===== src/rtl/pipe_stage_reg.sv =====
// pipe_stage_reg: parametrised inter-stage pipeline register with a
// valid/ready handshake, synchronous flush to a bubble, and an optional
// two-entry skid buffer that registers the upstream ready path.
//
// Ports:
//   clk        rising-edge clock
//   clear      asynchronous active-low reset
//   flush      synchronous squash, empties the stage
//   in_valid   upstream payload present
//   in_ready   stage accepts this cycle (registered when SKID=1)
//   in_data    upstream payload
//   out_valid  out_data valid (main register valid bit)
//   out_ready  downstream consumes this cycle
//   out_data   payload to next stage, straight from the main register
//   occupancy  number of entries held
module pipe_stage_reg #(
    parameter int unsigned        DATA_W = 96,
    parameter logic [DATA_W-1:0]  BUBBLE = {DATA_W{1'b0}},
    parameter bit                 SKID   = 1'b1
) (
    input  logic              clk,
    input  logic              clear,
    input  logic              flush,
    input  logic              in_valid,
    output logic              in_ready,
    input  logic [DATA_W-1:0] in_data,
    output logic              out_valid,
    input  logic              out_ready,
    output logic [DATA_W-1:0] out_data,
    output logic [1:0]        occupancy
);

    logic [DATA_W-1:0] main_data_q, main_data_d;
    logic              main_v_q,    main_v_d;
    logic [DATA_W-1:0] skid_data_q, skid_data_d;
    logic              skid_v_q,    skid_v_d;
    logic              rdy_q,       rdy_d;
    logic [1:0]        occ_q,       occ_d;

    logic accept_c;
    logic drain_c;

    // Skid mode: ready comes straight from a flop, so out_ready never reaches
    // in_ready combinationally. Single-entry mode: ready looks through a drain.
    assign in_ready  = SKID ? rdy_q : (!main_v_q || out_ready);
    assign accept_c  = in_valid && in_ready;
    assign drain_c   = main_v_q && out_ready;

    assign out_valid = main_v_q;
    assign out_data  = main_data_q;
    assign occupancy = occ_q;

    // Next-state: flush wins; then skid refill, main load/empty, skid capture.
    always_comb begin
        main_data_d = main_data_q;
        main_v_d    = main_v_q;
        skid_data_d = skid_data_q;
        skid_v_d    = skid_v_q;

        if (flush) begin
            main_data_d = BUBBLE;
            main_v_d    = 1'b0;
            skid_data_d = BUBBLE;
            skid_v_d    = 1'b0;
        end else if (SKID) begin
            if (skid_v_q && drain_c) begin
                // in_ready is low whenever skid is full, so no accept here
                main_data_d = skid_data_q;
                main_v_d    = 1'b1;
                skid_v_d    = 1'b0;
            end else if (!main_v_q || drain_c) begin
                if (accept_c) begin
                    main_data_d = in_data;
                    main_v_d    = 1'b1;
                end else begin
                    main_v_d    = 1'b0;
                end
            end else if (accept_c) begin
                // main stalled: absorb the in-flight payload into skid
                skid_data_d = in_data;
                skid_v_d    = 1'b1;
            end
        end else begin
            if (accept_c) begin
                main_data_d = in_data;
                main_v_d    = 1'b1;
            end else if (drain_c) begin
                main_v_d    = 1'b0;
            end
        end

        rdy_d = !skid_v_d;
        occ_d = 2'(main_v_d) + 2'(skid_v_d);
    end

    // State registers
    always_ff @(posedge clk or negedge clear) begin
        if (!clear) begin
            main_data_q <= BUBBLE;
            main_v_q    <= 1'b0;
            skid_data_q <= BUBBLE;
            skid_v_q    <= 1'b0;
            rdy_q       <= 1'b1;
            occ_q       <= 2'd0;
        end else begin
            main_data_q <= main_data_d;
            main_v_q    <= main_v_d;
            skid_data_q <= skid_data_d;
            skid_v_q    <= skid_v_d;
            rdy_q       <= rdy_d;
            occ_q       <= occ_d;
        end
    end

endmodule


===== config.mk =====
export PLATFORM = sky130hd
export DESIGN_NAME = pipe_stage_reg
export DESIGN_NICKNAME = d
export VERILOG_FILES = /design/src/rtl/pipe_stage_reg.sv
export SDC_FILE = /design/constraint.sdc
export NUM_CORES = 1
export LEC_CHECK = 0
export ABC_AREA = 1
export BUFFER_PORTS_ARGS = -buffer_cell sky130_fd_sc_hd__clkbuf_2
export CORE_MARGIN = 5
export CORE_UTILIZATION = 55
export DETAILED_ROUTE_END_ITERATION = 6
export HOLD_SLACK_MARGIN = 0.03
export PLACE_DENSITY = 0.82
export SLEW_MARGIN = 20
export SYNTH_ARGS = -nofsm -noshare
export SYNTH_HDL_FRONTEND = slang
export SYNTH_SLANG_ARGS = --single-unit

===== constraint.sdc =====
create_clock -name clk -period 4.6 [get_ports clk]
set_input_delay 0.23 -clock clk [delete_from_list [all_inputs] [get_ports clk]]
set_output_delay 0.23 -clock clk [all_outputs]
set_load 0.01 [all_outputs]

==> metrics.yaml, run 1 <==
setup_path:
  crit_type: "reg2reg"
  endpoint_kind: "flip-flop"
  r2r-end: "occupancy[0]$_DFF_PN0_"
  r2r_cells: 6
  cp-start-kind: "flip-flop"
  cpMaxStageDelayCell: "buf_4"
  rrSetupSlack_ns: 2.15
  critPathArrivalTime_ns: 2.76
  reg2reg_from: "in_ready$_DFF_PN1_"
  worst-endpoint-required_ns: 4.92
  crit_path_max_fanout: 97
  cpPeakStageDelay_ns: 0.83
  path_cells: "nand2_1 -> nor2_4 -> buf_4 -> o21ai_0 -> inv_1 -> ha_1"
timing:
  setup_viol: 0
  layout_min_cycle_time_ns: 2.45
  worst_pin_slew_ns: 1.11
  final-hold-violation-count: 0
  fin_tns_setup_ns: 0
  drv_slew: 0
  rsz0062_at_grt: "no"
  skew_ns: 0.00891
  maxSlewHeadroom_pct: 26.2
  fin_crit_sh_pct: 53.2
  maxClockFrequency_mhz: 409
place:
  placed_area_um2: 10400
  io_buffers: 200
  place.gp.congestion: 0.778
  dp_hpwl_um: 14900
logic_synthesis:
  ys_ff_latch: 197
  syn_inst: 1269
  synthAdderAreaFrac_pct: 0.132
  synthesis.nets: 1371
  ys_seq_area_share_pct: 52.1
  synth_area_per_cell_um2: 7.46
  synth_warnings: 0
  synth_top_family_by_area: "simple AND/OR/NAND/NOR gates"
  yosys.cell_types.count: 18
  synth-simple-area-share_pct: 40.7
  synth_compound_area_share_pct: 0.119
  synth.area.mux_share_pct: 0
  synthXorXnorAreaFrac_pct: 0
  synth_area_um2: 9470
clock_network:
  clock_tree.buffer_depth: 2
  cts_tree: "built"
  clk_latency_ns: 0.44
  cts.sinks: 197
  h-tree-depth: 4
  root_buffer: "clkbuf_16"
  clk_pin_slew_ns: 0.07
  numCtsBuffers: 17
  cts_setup_buffers: 0
global_route:
  grt_pass1_wl_um: 41700
  antenna_found_initial: 0
  grt_use_total_pct: 25.6
  grt_max_degree: 114
  overflow: 0
  grt_pass1_vias: 8162
cells_and_area:
  layout_commonest_cell: "nand2_1"
  layout-drive-gt1-share_pct: 17.5
  syn2layout_area_growth_pct: 16.4
  finish.instance_area_um2: 11000
  final_cell_mix: "577 x nand2_1, 290 x nand3_1, 199 x clkbuf_2"
  num_antenna_cells: 0
  nNetsFinal: 1507
detailed_routing:
  firstDrtPassIters: 5
  post_drt_via_cell_ratio: 5.39
  num_vias: 8835
  drc_errors: 0
  antenna_left: 0
  wl_per_cell_um: 15.4
  drt_wl_total_um: 25300
  drtIter0Drc: 901
power:
  switching_share_pct: 26.8
  vdd_drop_max_uv: 268
  p_seq_share_pct: 49.6
  p_leak_nw: 6.62
  powerDensity_nw_per_um2: 346
  intPower_mw: 2.79
  pwr-share-comb_pct: 13.3
  clkPwrFrac_pct: 37.2
  p_sw_mw: 1.02
floorplan:
  die_w_um: 141
  rows: 48
  fp.dieArea_um2: 19900
  num_io_pins: 201
  die_h_um: 141
  core-area_um2: 17100
  initial_core_util_pct: 55.3
min_path:
  holdCritPathClass: "in2reg"
  worstHoldPathCells: 3
  whs_endpoint: "skid_data_q[92]$_DFFE_PN0P_"
  hp-start: "in_data[92]"
outcome:
  run_status: "complete, no violations"
run:
  drv_cap: 0
[cells by family (layout without fill, tap and decap cells)]
kind of cell | count (synthesis) | after routing
compound gates | 2 | 2
fa+ha+maj | 1 | 1
simple gates | 921 | 921
buf+inv | 148 | 294
flops | 197 | 197
[cell usage after synthesis (all sizes together)]
master / number / share of area [%]
nand2: 579 / 23
dfrtp: 196 / 52
a31oi: 1 / 0.066
o21ai: 1 / 0.053
nand3: 292 / 16
inv: 51 / 2.0
ha: 1 / 0.13
nor2: 50 / 2.2
dfstp: 1 / 0.28
clkbuf: 30 / 1.2
buf: 67 / 3.7
[flip-flops by register name (all words and copies together), names as in the netlist]
register	cells
in_ready	1
occupancy	2
out_data	96
out_valid	1
skid_data_q	96
skid_v_q	1
[how the worst max path moves through the flow]
stage | start | end | slack (ns) | depth (start not counted)
finish | in_ready$_DFF_PN1_ | occupancy[0]$_DFF_PN0_ | 2.15 | 6
global placement | flush | occupancy[0]$_DFF_PN0_ | 1.97 | 9
detailed placement | flush | occupancy[0]$_DFF_PN0_ | 1.91 | 9
global route | in_ready$_DFF_PN1_ | occupancy[0]$_DFF_PN0_ | 2.01 | 6
floorplan | in_ready$_DFF_PN1_ | occupancy[0]$_DFF_PN0_ | 3.04 | 6
CTS | in_ready$_DFF_PN1_ | occupancy[0]$_DFF_PN0_ | 2.16 | 6
[critical path, delay by kind of cell, from the launching register on]
kind | cells | cell delay, ns
fa+ha+maj | 1 | 0.23
compound gates | 1 | 0.27
flops | 1 | 0.57
simple gates | 2 | 0.29
buf+inv | 2 | 0.97
[layout make-up]
cell class              count  area, µm²
well taps                 225        282
inverters                  51        198
flip-flops and latches    197       4930
clock inverters             4       47.5
multi-input cells         924       3900
clock buffers              25        495
repair buffers            214       1160
fillers                  1500       6090
[metal layers]
metal	routed length [µm]	share of wire (%)	GRT usage, %	up-vias
met4	408	1.6	7.50	0
met2	12000	48	39.1	375
met1	10800	43	37.0	4172
met5	0	0	0	-
li1	-	-	-	4259
met3	1990	7.9	5.70	29
[what timing repair did]
action / in CTS / in global routing
resized for setup: 0 / 0
hold buffers: 2 / 0
hold endpoints to repair: 84 / 0
[power groups by stage]
| stage | logic [mW] | clock network (mW) | registers [mW] |
|---|---|---|---|
| 6_report | 0.506 | 1.42 | 1.89 |
| 5_1_grt | 0.567 | 1.51 | 1.90 |
| 4_1_cts | 0.507 | 1.43 | 1.89 |
| 3_5_place_dp | 0.504 | 0 | 1.92 |
| 3_3_place_gp | 0.494 | 0 | 1.92 |
| 2_1_floorplan | 0.246 | 0 | 1.94 |
[per-stage QoR]
step	util, %	worst slack (ns)	cells	hold WS [ns]	power (mW)
4_1_cts	64.2	2.16	1639	0.0318	3.82
6_report	64.4	2.15	1640	0.0342	3.81
3_5_place_dp	60.9	1.91	1608	0.331	2.42
2_1_floorplan	-	3.04	1269	-0.0656	2.19
3_3_place_gp	60.9	1.97	1608	0.326	2.41
5_1_grt	64.4	2.01	1640	0.0351	3.97
Power figures use the tool's default switching activity.
==> run 2, diff against run 1 <==
Clock period 4.6 ns to 2.53 ns, I/O delays scaled along.
==> metrics.yaml, run 2 (synthesis results as in run 1) <==
clock_network:
  clk_latency_ns: 0.43  # about the same
  cts_tree: "built"
  clock_tree.buffer_depth: 2  # unchanged
  cts.sinks: 197  # unchanged
  cts_setup_buffers: 0  # unchanged
  clk_pin_slew_ns: 0.07  # about the same
  root_buffer: "clkbuf_16"
  h-tree-depth: 4  # unchanged
  numCtsBuffers: 17  # unchanged
timing:
  worst_pin_slew_ns: 1.10  # -0.00737 ns
  final-hold-violation-count: 0  # unchanged
  fin_crit_sh_pct: 77.3  # +24 points
  fin_tns_setup_ns: 0  # unchanged
  maxSlewHeadroom_pct: 26.7  # +0.49 points
  setup_viol: 0  # unchanged
  drv_slew: 0  # unchanged
  layout_min_cycle_time_ns: 1.96  # -0.492 ns
  rsz0062_at_grt: "no"
  skew_ns: 0.0110  # +0.00207 ns
  maxClockFrequency_mhz: 511  # +25%
cells_and_area:
  multi_input_comb_area_um2: 3900  # unchanged
  fillers: 1319  # -12%
  final_cell_mix: "577 x nand2_1, 290 x nand3_1, 199 x clkbuf_2"
  layout-drive-gt1-share_pct: 17.2  # -0.34 points
  seq_area_um2: 4930  # unchanged
  syn2layout_area_growth_pct: 27.4
  nNetsFinal: 1602  # +6.3%
  layout_commonest_cell: "nand2_1"
  instances_no_fill: 1738  # +6.0%
  num_antenna_cells: 0  # unchanged
floorplan:
  die_h_um: 141  # unchanged
  num_io_pins: 201  # unchanged
  rows: 48  # unchanged
  initial_core_util_pct: 55.3  # unchanged
  core-area_um2: 17100  # unchanged
  fp.dieArea_um2: 19900  # unchanged
  die_w_um: 141  # unchanged
power:
  p_leak_nw: 7.06  # +6.6%
  powerDensity_nw_per_um2: 612  # +77%
  total_power_mw: 7.39  # +94%
  vdd_drop_max_uv: 487  # +81%
setup_path:
  cpMaxStageDelayCell: "buf_4"
  crit_top_cell: "nand2_1"
  crit_path_max_fanout: 96  # -1.0%
  critPathArrivalTime_ns: 2.32  # -0.44 ns
  cpPeakStageDelay_ns: 0.81  # -0.02 ns
  path_cells: "nand3_4 -> buf_4 -> nand3_1 -> nand2_1 -> nand2_1 -> nand2_1"
  cp-start-kind: "flip-flop"
  endpoint_kind: "flip-flop"
  crit_type: "reg2reg"
  worst-endpoint-required_ns: 2.89  # -2.03 ns
detailed_routing:
  firstDrtPassIters: 5  # unchanged
  num_vias: 9312  # +5.4%
  post_drt_via_cell_ratio: 5.36  # -0.54%
  drtIter0Drc: 864  # -4.1%
  antenna_left: 0  # unchanged
  wl_per_cell_um: 15.7  # +2.1%
  drc_errors: 0  # unchanged
  drt_wl_total_um: 27300  # +8.2%
min_path:
  holdCritPathClass: "in2reg"
place:
  place.gp.congestion: 0.757  # -2.7%
  placed_cells: 1613  # +0.31%
  io_buffers: 200  # unchanged
  dp_hpwl_um: 15000  # +1.2%
global_route:
  grt_pass1_vias: 8884  # +8.8%
  overflow: 0  # unchanged
  antenna_found_initial: 1  # +1
  grt_use_total_pct: 27.6  # +2.0 points
  grt_max_degree: 195  # +71%
  grt_pass1_wl_um: 45000  # +8.0%
run:
  drv_cap: 0  # unchanged
outcome:
  run_status: "complete, no violations"
-- run 2: changes by cell type in the layout (fill, tap and decap cells not counted), sizes merged --
cell / before / now
dlygate4sd3: 2 / 92
clkbuf: 225 / 217
buf: 12 / 17
clkinvlp: 1 / 5
inv: 50 / 54
bufinv: 1 / 4
-- run 2: path summary, 6_finish.rpt --
kind / cells past startpoint / slack, ns / end / startpoint
min reg2reg: 2 / 0.47 / skid_data_q[18]$_DFFE_PN0P_ / skid_data_q[18]$_DFFE_PN0P_
min in group asynchronous: 2 / 0.27 / skid_data_q[49]$_DFFE_PN0P_ / clear
min: 5 / 0.04 / skid_data_q[26]$_DFFE_PN0P_ / in_data[26]
max: 6 / 0.57 / out_data[59]$_DFFE_PN0P_ / out_valid$_DFF_PN0_
max reg2reg: 6 / 0.57 / out_data[59]$_DFFE_PN0P_ / out_valid$_DFF_PN0_
max in group asynchronous: 3 / 1.50 / out_data[94]$_DFFE_PN0P_ / clear
-- run 2: power by group --
group	switching [mW]	internal, mW
logic	0.657	0.402
registers	0.109	3.32
clock network	1.23	1.66
total	2.00	5.39
-- run 2: worst max-delay path: cells and delay by family, from the launching register on --
family	cells	cell delay [ns]
AND/OR/NAND/NOR	5	0.58
buffers and inverters	1	0.81
flip-flops	1	0.45
-- run 2: metal layers --
layer / up-vias / GRT usage, % / wire length, µm
met1: 4349 / 38.0 / 11300
met4: 2 / 10.3 / 633
li1: 4456 / - / -
met5: - / 0 / 13
met2: 460 / 43.8 / 13200
met3: 45 / 5.22 / 2250
-- run 2: repair_timing --
item | CTS | global route
resized for setup | 0 | 0
hold buffers | 92 | 0
endpoints found under the hold margin | 176 | 0
-- run 2: area by class of cell --
cell class                      count  share of cell area (%)
Inverter                           51                    1.64
Multi-Input combinational cell    924                    32.4
Clock inverter                     15                    1.68
Clock buffer                       17                    3.53
Timing Repair Buffer              309                    17.6
Sequential cell                   197                    40.9
Tap cell                          225                    2.33
-- run 2: through the flow --
step                hold WS (ns)  cell area (µm²)  worst slack, ns  utilization [%]
floorplan                 -0.169             9470            0.975                -
global placement           0.177            10500            0.705             61.3
detailed placement         0.177            10500            0.647             61.3
CTS                       0.0303            12000            0.612             70.4
global route              0.0568            12100            0.487             70.5
finish                    0.0442            12100            0.575             70.5
==> run 3, diff against run 2 <==
Clock period 2.53 ns to 1.9 ns, I/O delays scaled along.
==> metrics.yaml, run 3 (synthesis results as in run 1) <==
clock_network:
  cts_resized: 0  # unchanged
  numCtsBuffers: 17  # unchanged
  root_buffer: "clkbuf_16"
  h-tree-depth: 4  # unchanged
  clock_tree.buffer_depth: 2  # unchanged
  cts.sinks: 197  # unchanged
  clk_latency_ns: 0.43  # about the same
  cts_tree: "built"
  clk_pin_slew_ns: 0.07  # about the same
power:
  powerDensity_nw_per_um2: 802  # +31%
  p_sw_mw: 2.62  # +31%
  p_leak_nw: 7.14  # +1.2%
  pwr-share-comb_pct: 14.8  # +0.5 points
  switching_share_pct: 26.7  # -0.41 points
  p_seq_share_pct: 46.6  # +0.2 points
  vdd_drop_max_uv: 732  # +50%
  intPower_mw: 7.19  # +34%
  clkPwrFrac_pct: 38.7  # -0.5 points
floorplan:
  initial_core_util_pct: 55.3  # unchanged
  die_w_um: 141  # unchanged
  die_h_um: 141  # unchanged
  num_io_pins: 201  # unchanged
  core-area_um2: 17100  # unchanged
  fp.dieArea_um2: 19900  # unchanged
  rows: 48  # unchanged
setup_path:
  critPathArrivalTime_ns: 1.91  # -0.41 ns
  crit_type: "reg2reg"
  endpoint_kind: "flip-flop"
  worst-endpoint-required_ns: 2.22  # -0.67 ns
  cp-start-kind: "flip-flop"
  crit_path_max_fanout: 54  # -44%
cells_and_area:
  layout-drive-gt1-share_pct: 17.5  # +0.34 points
  num_antenna_cells: 0  # unchanged
  nNetsFinal: 1619  # +1.1%
  fillers: 1313  # -0.45%
  syn2layout_area_growth_pct: 29.1
  seq_area_um2: 4930  # unchanged
  multi_input_comb_area_um2: 3900  # unchanged
  layout_commonest_cell: "nand2_1"
  final_util_pct: 71.4  # +0.95 points
  instances_no_fill: 1754  # +0.92%
  final_cell_mix: "577 x nand2_1, 290 x nand3_1, 199 x clkbuf_2"
global_route:
  grt_pass1_vias: 9427  # +6.1%
  antenna_found_initial: 1  # unchanged
  grt_max_degree: 118  # -39%
  grt_use_total_pct: 28.6  # +0.95 points
  grt_pass1_wl_um: 46400  # +2.9%
  overflow: 0  # unchanged
timing:
  setup_viol: 0  # unchanged
  worst_pin_slew_ns: 0.615  # -0.484 ns
  fin_crit_sh_pct: 83.7  # +6.4 points
  maxClockFrequency_mhz: 629  # +23%
  fin_tns_setup_ns: 0  # unchanged
  drv_slew: 0  # unchanged
  skew_ns: 0.00670  # -0.00428 ns
  maxSlewHeadroom_pct: 59.0  # +32 points
  final-hold-violation-count: 0  # unchanged
  rsz0062_at_grt: "no"
  layout_min_cycle_time_ns: 1.59  # -0.365 ns
run:
  drv_cap: 0  # unchanged
detailed_routing:
  firstDrtPassIters: 6  # +1
  antenna_left: 0  # unchanged
  num_vias: 9572  # +2.8%
  drtIter0Drc: 845  # -2.2%
  wl_per_cell_um: 15.9  # +1.4%
  drt_wl_total_um: 28000  # +2.3%
  drc_errors: 0  # unchanged
  post_drt_via_cell_ratio: 5.46  # +1.9%
place:
  placed_cells: 1626  # +0.81%
  io_buffers: 200  # unchanged
  dp_hpwl_um: 15900  # +5.8%
  place.gp.congestion: 0.815  # +7.8%
min_path:
  holdCritPathClass: "in2reg"
outcome:
  run_status: "complete, no violations"
==> run 3: cell types whose count changed in the layout (fill, tap and decap cells not counted), sizes merged <==
cell         delta
clkbuf          +3
inv             -3
dlygate4sd3     +5
clkinvlp        -1
buf            +12
==> run 3: worst paths after layout <==
check / slack, ns / end / depth (start not counted) / startpoint
worst max-delay path: 0.31 / skid_data_q[49]$_DFFE_PN0P_ / 6 / in_ready$_DFF_PN1_
worst min-delay path: 0.12 / out_data[18]$_DFFE_PN0P_ / 6 / flush
worst max register to register: 0.31 / skid_data_q[49]$_DFFE_PN0P_ / 6 / in_ready$_DFF_PN1_
worst min register to register: 0.47 / skid_data_q[20]$_DFFE_PN0P_ / 2 / skid_data_q[20]$_DFFE_PN0P_
max in group asynchronous: 0.97 / out_data[0]$_DFFE_PN0P_ / 3 / clear
min in group asynchronous: 0.20 / out_data[52]$_DFFE_PN0P_ / 2 / clear
==> run 3: power groups by stage <==
stage / logic [mW] / registers (mW) / clock network [mW]
4_1_cts: 1.43 / 4.56 / 3.84
6_report: 1.45 / 4.57 / 3.79
2_1_floorplan: 0.595 / 4.70 / 0
3_3_place_gp: 1.24 / 4.63 / 0
3_5_place_dp: 1.27 / 4.64 / 0
5_1_grt: 1.60 / 4.59 / 4.03
==> run 3: area by class of cell <==
class | instances | area share [%]
Multi-Input combinational cell | 924 | 31.9
Inverter | 51 | 1.62
Sequential cell | 197 | 40.3
Timing Repair Buffer | 326 | 18.8
Clock inverter | 11 | 1.44
Clock buffer | 20 | 3.57
Tap cell | 225 | 2.30
==> run 3: routing by layer <==
metal	up-vias	track usage, %	share of wire [%]
li1	4489	-	-
met1	4507	35.9	39
met2	505	48.7	50
met3	69	6.45	8.3
met4	2	10.1	2.8
met5	-	0	0.046
==> run 3: critical path, stage by stage (launching register included) <==
cell	delay (ns)
dfstp_2	0.57
nand2_1	0.11
nor2_4	0.20
nor2_4	0.04
buf_4	0.32
nand2_1	0.15
nand2_1	0.07
==> run 3: through the flow <==
step / area (µm²) / power (mW) / hold slack [ns] / worst slack, ns
after floorplan: 9470 / 5.29 / -0.201 / 0.345
after global placement: 10600 / 5.87 / 0.118 / 0.389
after detailed placement: 10600 / 5.90 / 0.125 / 0.323
after CTS: 12200 / 9.83 / 0.108 / 0.319
after global routing: 12200 / 10.2 / 0.134 / 0.168
final: 12200 / 9.81 / 0.118 / 0.310
==> run 3: what timing repair did <==
item,4_1_cts,5_1_grt
setup buffers,0,0
hold buffers,97,0
hold endpoints to repair,196,0
